--- src/rtl/i2c_txn_arbiter.sv ---
// Two-requester round-robin front end for a single I2C generator.
// Latches the winner's command, fires one START_STB, waits for GEN_DONE
// or a timeout, then returns read data / error status with a one-cycle ACK.
module i2c_txn_arbiter #(
    parameter int unsigned TIMEOUT_CYC = 512,
    parameter int unsigned ADDR_W      = 7,
    parameter int unsigned DATA_W      = 16
) (
    input  logic              clk,
    input  logic              rst,
    input  logic              REQ0,
    input  logic              REQ1,
    input  logic              RNW0,
    input  logic              RNW1,
    input  logic [ADDR_W-1:0] ADDR0,
    input  logic [ADDR_W-1:0] ADDR1,
    input  logic [DATA_W-1:0] WDATA0,
    input  logic [DATA_W-1:0] WDATA1,
    output logic              ACK0,
    output logic              ACK1,
    output logic [DATA_W-1:0] RDATA,
    output logic              ERR,
    output logic              TIMEOUT,
    output logic              BUSY,
    output logic              START_STB,
    output logic              RNW,
    output logic [ADDR_W-1:0] I2C_ADDR,
    output logic [DATA_W-1:0] WR_DATA,
    input  logic              GEN_DONE,
    input  logic              GEN_NACK,
    input  logic [DATA_W-1:0] GEN_RD_DATA
);

    typedef enum logic [1:0] {StIdle, StLaunch, StWait, StDone} state_e;

    // Counter value at which an unanswered transaction is forced to complete.
    localparam logic [15:0] ToLast = 16'(TIMEOUT_CYC - 1);

    state_e      state;
    logic        grant_idx;
    logic        last_idx;   // requester served most recently
    logic [15:0] cnt;
    logic [15:0] cnt_inc;
    logic        pick1;

    // Winner select: sole requester wins; on contention the one not served last.
    always_comb begin
        pick1   = REQ1 & (~REQ0 | ~last_idx);
        cnt_inc = cnt + 16'd1;
    end

    // Arbitration / transaction FSM with registered outputs.
    always_ff @(posedge clk or negedge rst) begin
        if (!rst) begin
            state     <= StIdle;
            grant_idx <= 1'b0;
            last_idx  <= 1'b1;  // makes first contention go to requester 0
            cnt       <= '0;
            ACK0      <= 1'b0;
            ACK1      <= 1'b0;
            RDATA     <= '0;
            ERR       <= 1'b0;
            TIMEOUT   <= 1'b0;
            BUSY      <= 1'b0;
            START_STB <= 1'b0;
            RNW       <= 1'b0;
            I2C_ADDR  <= '0;
            WR_DATA   <= '0;
        end else begin
            ACK0      <= 1'b0;
            ACK1      <= 1'b0;
            START_STB <= 1'b0;
            case (state)
                StIdle: begin
                    if (REQ0 || REQ1) begin
                        grant_idx <= pick1;
                        RNW       <= pick1 ? RNW1 : RNW0;
                        I2C_ADDR  <= pick1 ? ADDR1 : ADDR0;
                        WR_DATA   <= pick1 ? WDATA1 : WDATA0;
                        BUSY      <= 1'b1;
                        START_STB <= 1'b1;
                        state     <= StLaunch;
                    end
                end
                StLaunch: begin
                    cnt   <= '0;
                    state <= StWait;
                end
                StWait: begin
                    cnt <= cnt_inc;
                    // A GEN_DONE on the timeout cycle still counts as normal completion.
                    if (GEN_DONE) begin
                        RDATA   <= RNW ? GEN_RD_DATA : '0;
                        ERR     <= GEN_NACK;
                        TIMEOUT <= 1'b0;
                        ACK0    <= ~grant_idx;
                        ACK1    <= grant_idx;
                        state   <= StDone;
                    end else if (cnt_inc == ToLast) begin
                        RDATA   <= '0;
                        ERR     <= 1'b1;
                        TIMEOUT <= 1'b1;
                        ACK0    <= ~grant_idx;
                        ACK1    <= grant_idx;
                        state   <= StDone;
                    end
                end
                StDone: begin
                    last_idx <= grant_idx;
                    BUSY     <= 1'b0;
                    state    <= StIdle;
                end
                default: state <= StIdle;
            endcase
        end
    end

endmodule

--- config.mk ---
export PLATFORM = sky130hd
export DESIGN_NAME = i2c_txn_arbiter
export DESIGN_NICKNAME = d
export VERILOG_FILES = /design/src/rtl/i2c_txn_arbiter.sv
export SDC_FILE = /design/constraint.sdc
export NUM_CORES = 1
export LEC_CHECK = 0
export BUFFER_PORTS_ARGS = -buffer_cell sky130_fd_sc_hd__buf_2
export CAP_MARGIN = 20
export CORE_MARGIN = 4
export CORE_UTILIZATION = 45
export CTS_BUF_LIST = sky130_fd_sc_hd__clkbuf_16
export CTS_CLUSTER_DIAMETER = 100
export DETAILED_ROUTE_END_ITERATION = 8
export MAX_ROUTING_LAYER = met4
export PLACE_DENSITY = 0.7
export SLEW_MARGIN = 20
export SYNTH_ARGS = -nofsm -noshare
export SYNTH_HDL_FRONTEND = slang
export SYNTH_SLANG_ARGS = --single-unit
--- constraint.sdc ---
create_clock -name clk -period 2.8 [get_ports clk]
set_input_delay 0.28 -clock clk [delete_from_list [all_inputs] [get_ports clk]]
set_output_delay 0.28 -clock clk [all_outputs]
set_load 0.01 [all_outputs]
### Yosys cells after proc, flatten, opt, wreduce, memory -nomap -nowiden

Cells that the tools add are included.

| operators by class | value |
|---|---|
| add/subtract/negate cells | 1 |
| eq/ne operators | 6 |
| mux-type cells | 24 |
| bitwise gates (word level) | 5 |
| reduce and logical (&&, ||, !) cells | 9 |

Operators with widths:

| kind | number |
|---|---|
| $mux 16 | 4 |
| $pmux 16 s2 | 1 |
| $add 16x1->16 const B | 1 |
| $eq 16x9->1 const B | 1 |
| $mux 1 | 13 |
| $pmux 2 s4 | 1 |
| $reduce_and 2->1 | 4 |
| $mux 7 | 1 |
| $mux 2 | 3 |
| $reduce_bool 2->1 | 3 |
| $eq 2x2->1 const B | 2 |
| $ne 3x3->1 const B | 1 |
| $not 1->1 | 3 |
| $eq 2x1->1 const B | 1 |
| $logic_not 2->1 | 1 |
| $ne 2x2->1 const B | 1 |
| $pmux 1 s2 | 1 |
| $and 1x1->1 | 1 |
| $logic_or 1x1->1 | 1 |
| $or 1x1->1 | 1 |

| storage, ports and cells | value |
|---|---|
| bits in registers | 66 |
| bits of input ports | 70 |
| output and inout port bits | 46 |
| logic and storage cells | 59 |

### Depth between registers and ports, before layout

| depth | value |
|---|---|
| word-level depth | 5 |
| mapped depth | 8 |
| gate-level depth less buffers | 7 |

### Worst setup path after synthesis

OpenSTA, ideal clock, no wires.

| timing path | value |
|---|---|
| path type | flip-flop to flip-flop |
| start | reg cnt[1] |
| end | reg state[1] |
| setup time | 126 ps |
| arrival time | 2,087 ps |
| data required time | 2,674 ps |
| slack | 587 ps |
| cell stages (with the launch flop) | 8 |
| clock period less this slack | 2,213 ps |
| cells stage by stage | dfrtp_1 ha_1 nand3_1 nor4_4 and3_1 o22ai_2 a2111o_1 a221o_1 |

| between the ends | value |
|---|---|
| longest elaborated chain between the ends | 4 |

RTL lines:

| element | RTL line | RTL |
|---|---|---|
| start: declaration | 42 | `logic [15:0] cnt;` |
| start signal: assignment | 90 | `cnt <= cnt_inc;` |
| $add 16x1->16 | 49 | `cnt_inc = cnt + 16'd1;` |
| $eq 16x9->1 | 99 | `end else if (cnt_inc == ToLast) begin` |
| $ne 3x3->1 (no source line) | - |  |
| $reduce_and 2->1 (no source line) | - |  |
| end signal: assignment | 55 | `state <= StIdle;` |
| end signal: assignment | 98 | `state <= StDone;` |
| end signal: assignment | 105 | `state <= StDone;` |
| end: declaration | 39 | `state_e state;` |

No other way between the ends.
A chain may end at the register's enable or synchronous reset.

### Worst setup path in the final report

| timing path | value |
|---|---|
| start | reg cnt[1] |
| end | reg ACK1 |

| between the ends | value |
|---|---|
| longest elaborated chain between the ends | 5 |

RTL lines:

| element | RTL line | RTL |
|---|---|---|
| $add 16x1->16 | 49 |  |
| $eq 16x9->1 | 99 |  |
| $mux 1 | 99 |  |
| $mux 1 | 92 | `if (GEN_DONE) begin` |
| $mux 1 | 73 | `case (state)` |
| end signal: assignment | 97 | `ACK1 <= grant_idx;` |
| end signal: assignment | 104 | `ACK1 <= grant_idx;` |
| end: declaration | 20 | `output logic ACK1,` |

No other way between the ends.

==> impl_metrics.csv <==
group,metric,value,unit
outcome,status,"complete, no violations",
logic_synthesis,netlist_area,3460,um^2
global_route,grt_pass1_vias,2911,
worst_setup_path,crit_chain,"ha_1, and3_1, nand4_1, xnor2_1, nand4_1, o31ai_4, buf_12, and3_1",
timing,max_freq,397,MHz
logic_synthesis,synth_seq_area_share,47.8,%
floorplanning,die_w,95.7,um
logic_synthesis,synthMuxAreaShare,8.14,%
timing,maxSlewViolCount,0,
finish,final_common_cell,"buf_2",
logic_synthesis,synth-seq-cells,66,
floorplanning,start_util,46.9,%
power_and_ir_drop,ir_drop,0.456,mV
cts,post_cts_buffers,0,
timing,hold_violations,0,
worst_setup_path,cp-start-kind,"register",
finish,fin_nets,548,
logic_synthesis,synth_cell_type_count,48,
worst_setup_path,crit_required,3070,ps
placed_design,dp_hpwl,6210,um
timing,min_period,2520,ps
placed_design,gp_congestion,0.870,
floorplanning,rows,31,
power_and_ir_drop,power.leakage,2.28,nW
floorplanning,die_y,95.7,um
route,drtIter0Drc,146,
route,ant_nets,0,
cts,clock_latency,330,ps
route,firstDrtPassIters,4,
logic_synthesis,synth_adder_area_share,2.17,%
power_and_ir_drop,power_density,1030,nW/um^2
worst_setup_path,crit_path_max_fanout,11,
worst_setup_path,slowest_stage,"o31ai_4",
placed_design,io_buffers,115,
cts,cts_sinks,66,
timing,fin_worst_skew,5.88,ps
worst_setup_path,path_delay_family,"simple AND/OR/NAND/NOR gates",
cts,ctsResizeCount,0,
cts,clk_pin_slew,60,ps
logic_synthesis,synth_nets,437,
finish,drive_gt1_share,33.5,%
finish,insertedDiodeCount,0,
finish,layout_common_cells,"buf_2, dfrtp_1, nand2_1",
finish,syn_to_final_growth,29.9,%
timing,fin_setup_tns,0,ps
placed_design,dp_worst_setup_slack,289,ps
cts,htree_levels,3,
floorplanning,dieArea,9150,um^2
logic_synthesis,synth-xor-area-share,1.27,%
global_route,grt-ovfl-total,0,
timing,finalSetupViolations,0,
logic_synthesis,syn_inst,361,
cts,cts_tree,"yes",
route,routed_via_density,5.18,
placed_design,placedCellCount,559,
run,drv_cap,0,
global_route,grt_pass1_wl,13600,um
timing,holdWs,174,ps
power_and_ir_drop,total_power,0.00465,W
global_route,grt_max_degree,48,
worst_setup_path,arrival,2790,ps
finish,stdcell_count,576,
timing,setup_ws,278,ps
logic_synthesis,synth_compound_area_share,19.9,%
worst_setup_path,path_buf_inv,1,
logic_synthesis,synth_top_family_by_area,"compound AO/OA/AOI/OAI gates",
floorplanning,coreArea,7370,um^2
route,drc,0,
logic_synthesis,synth-simple-area-share,14.9,%
timing,maxSlewHeadroom,47.7,%
floorplanning,ios,116,
timing,worst_slew_pin_slew,784,ps
route,finalWirelength,8500,um
cts,clockBufferDepth,2,
worst_setup_path,cpPeakStageDelay,530,ps
global_route,antenna_found_initial,0,
timing,finalCritPeriodShare,90.1,%
route,wl_per_cell,14.8,um
hold_path,worstHoldPathType,"in -> reg",
cts,cts_inserted_buffers,9,
logic_synthesis,syn_avg_cell_area,9.58,um^2
worst_setup_path,critPathCaptureType,"register",
timing,rsz0062_at_grt,"no",
global_route,gr-usage-all-layers,19.6,%
route,vias,2983,
worst_setup_path,worst-setup-path-type,"reg -> reg",
cts,cts_root_buf,"clkbuf_16",
logic_synthesis,synth_warnings,0,
-- Yosys cell counts, drive strengths merged --
library cell  number  area share [%]
dfrtp             65              47
nand2             57             6.2
o21ai             53             8.8
inv               28             3.0
mux2i             27             7.8
clkbuf            20             2.2
a22oi             16             3.5
nand3             11             1.7
nor2               8            0.87
o31ai              8             2.1
and3               6             1.1
ha                 6             2.2
nand4              6             1.3
a21oi              4            0.58
nor4               4             1.6
o22ai              4            0.90
xnor2              4             1.0
a22o               3            0.76
and2               3            0.54
buf                3            0.62
nor3               3            0.43
a21bo              2            0.58
a21o               2            0.43
nand2b             2            0.36
o31a               2            0.51
o41ai              2            0.51
a2111o             1            0.33
a21boi             1            0.22
a221o              1            0.29
a31oi              1            0.18
and4               1            0.25
dfstp              1            0.76
mux2               1            0.33
nand3b             1            0.22
o21bai             1            0.22
or2                1            0.18
or3                1            0.18
xor2               1            0.25
-- worst paths after layout --
path,from,end,slack (ps),cells after the start
min in group asynchronous,rst,cnt[0],430,2
hold / removal,GEN_RD_DATA[1],RDATA[1],170,3
max in group asynchronous,rst,state[1],1640,3
setup reg to reg,cnt[1],ACK1,280,8
setup / recovery,cnt[1],ACK1,280,8
hold reg to reg,WR_DATA[13],WR_DATA[13],480,2
-- worst min-delay path: stages --
cell and delay (ps):
buf_2 80, a22oi_1 60, o21ai_2 50
-- per-stage QoR --
stage / utilization [%] / cell area (um^2)
2_1_floorplan: - / 3460
3_3_place_gp: 56.2 / 4140
3_5_place_dp: 56.2 / 4140
4_1_cts: 61.0 / 4490
5_1_grt: 61.0 / 4490
6_report: 61.0 / 4490
-- flip-flops by register name, summed over array words and instances (netlist names) --
register   flops
last_idx       1
WR_DATA       16
START_STB      1
RNW            1
ACK0           1
state          2
BUSY           1
cnt           16
RDATA         16
ACK1           1
I2C_ADDR       7
ERR            1
TIMEOUT        1
grant_idx      1
-- where the power goes --
part	switching [W]	internal [W]	leakage (nW)
Combinational	0.00106	0.000753	1.29
Sequential	0.000237	0.00132	0.825
Clock	0.000414	0.000869	0.163
-- what timing repair did --
action                                  4_1_cts  5_1_grt
hold buffers                                  1        0
endpoints found under the hold margin        16        0
endpoints found under the setup margin        0        0
-- kinds of logic after synthesis --
kind of cell	count (synthesis)
adders and majority gates	6
buffers and inverters	51
muxes	28
xor gates and xnor gates	5
and+or+nand+nor	104
DFF	66
AOI/OAI and AO/OA	101
-- routing by layer --
layer	vias up	part of all wire, %	routed length, um	GRT usage [%]
met5	-	0	0	-
met4	0	1.3	107	6.40
met3	10	5.9	498	3.16
met2	97	49	4150	31.0
met1	1385	44	3740	25.8
li1	1491	-	-	-
-- area by class of cell --
cell class	instances	area, um^2
well taps	99	124
clock inverters	7	118
clock buffers	9	225
multi-input cells	244	1620
fillers	622	2880
repair buffers	123	651
flip-flops and latches	66	1650
inverters	28	105
(Power assumes the default switching activity.)
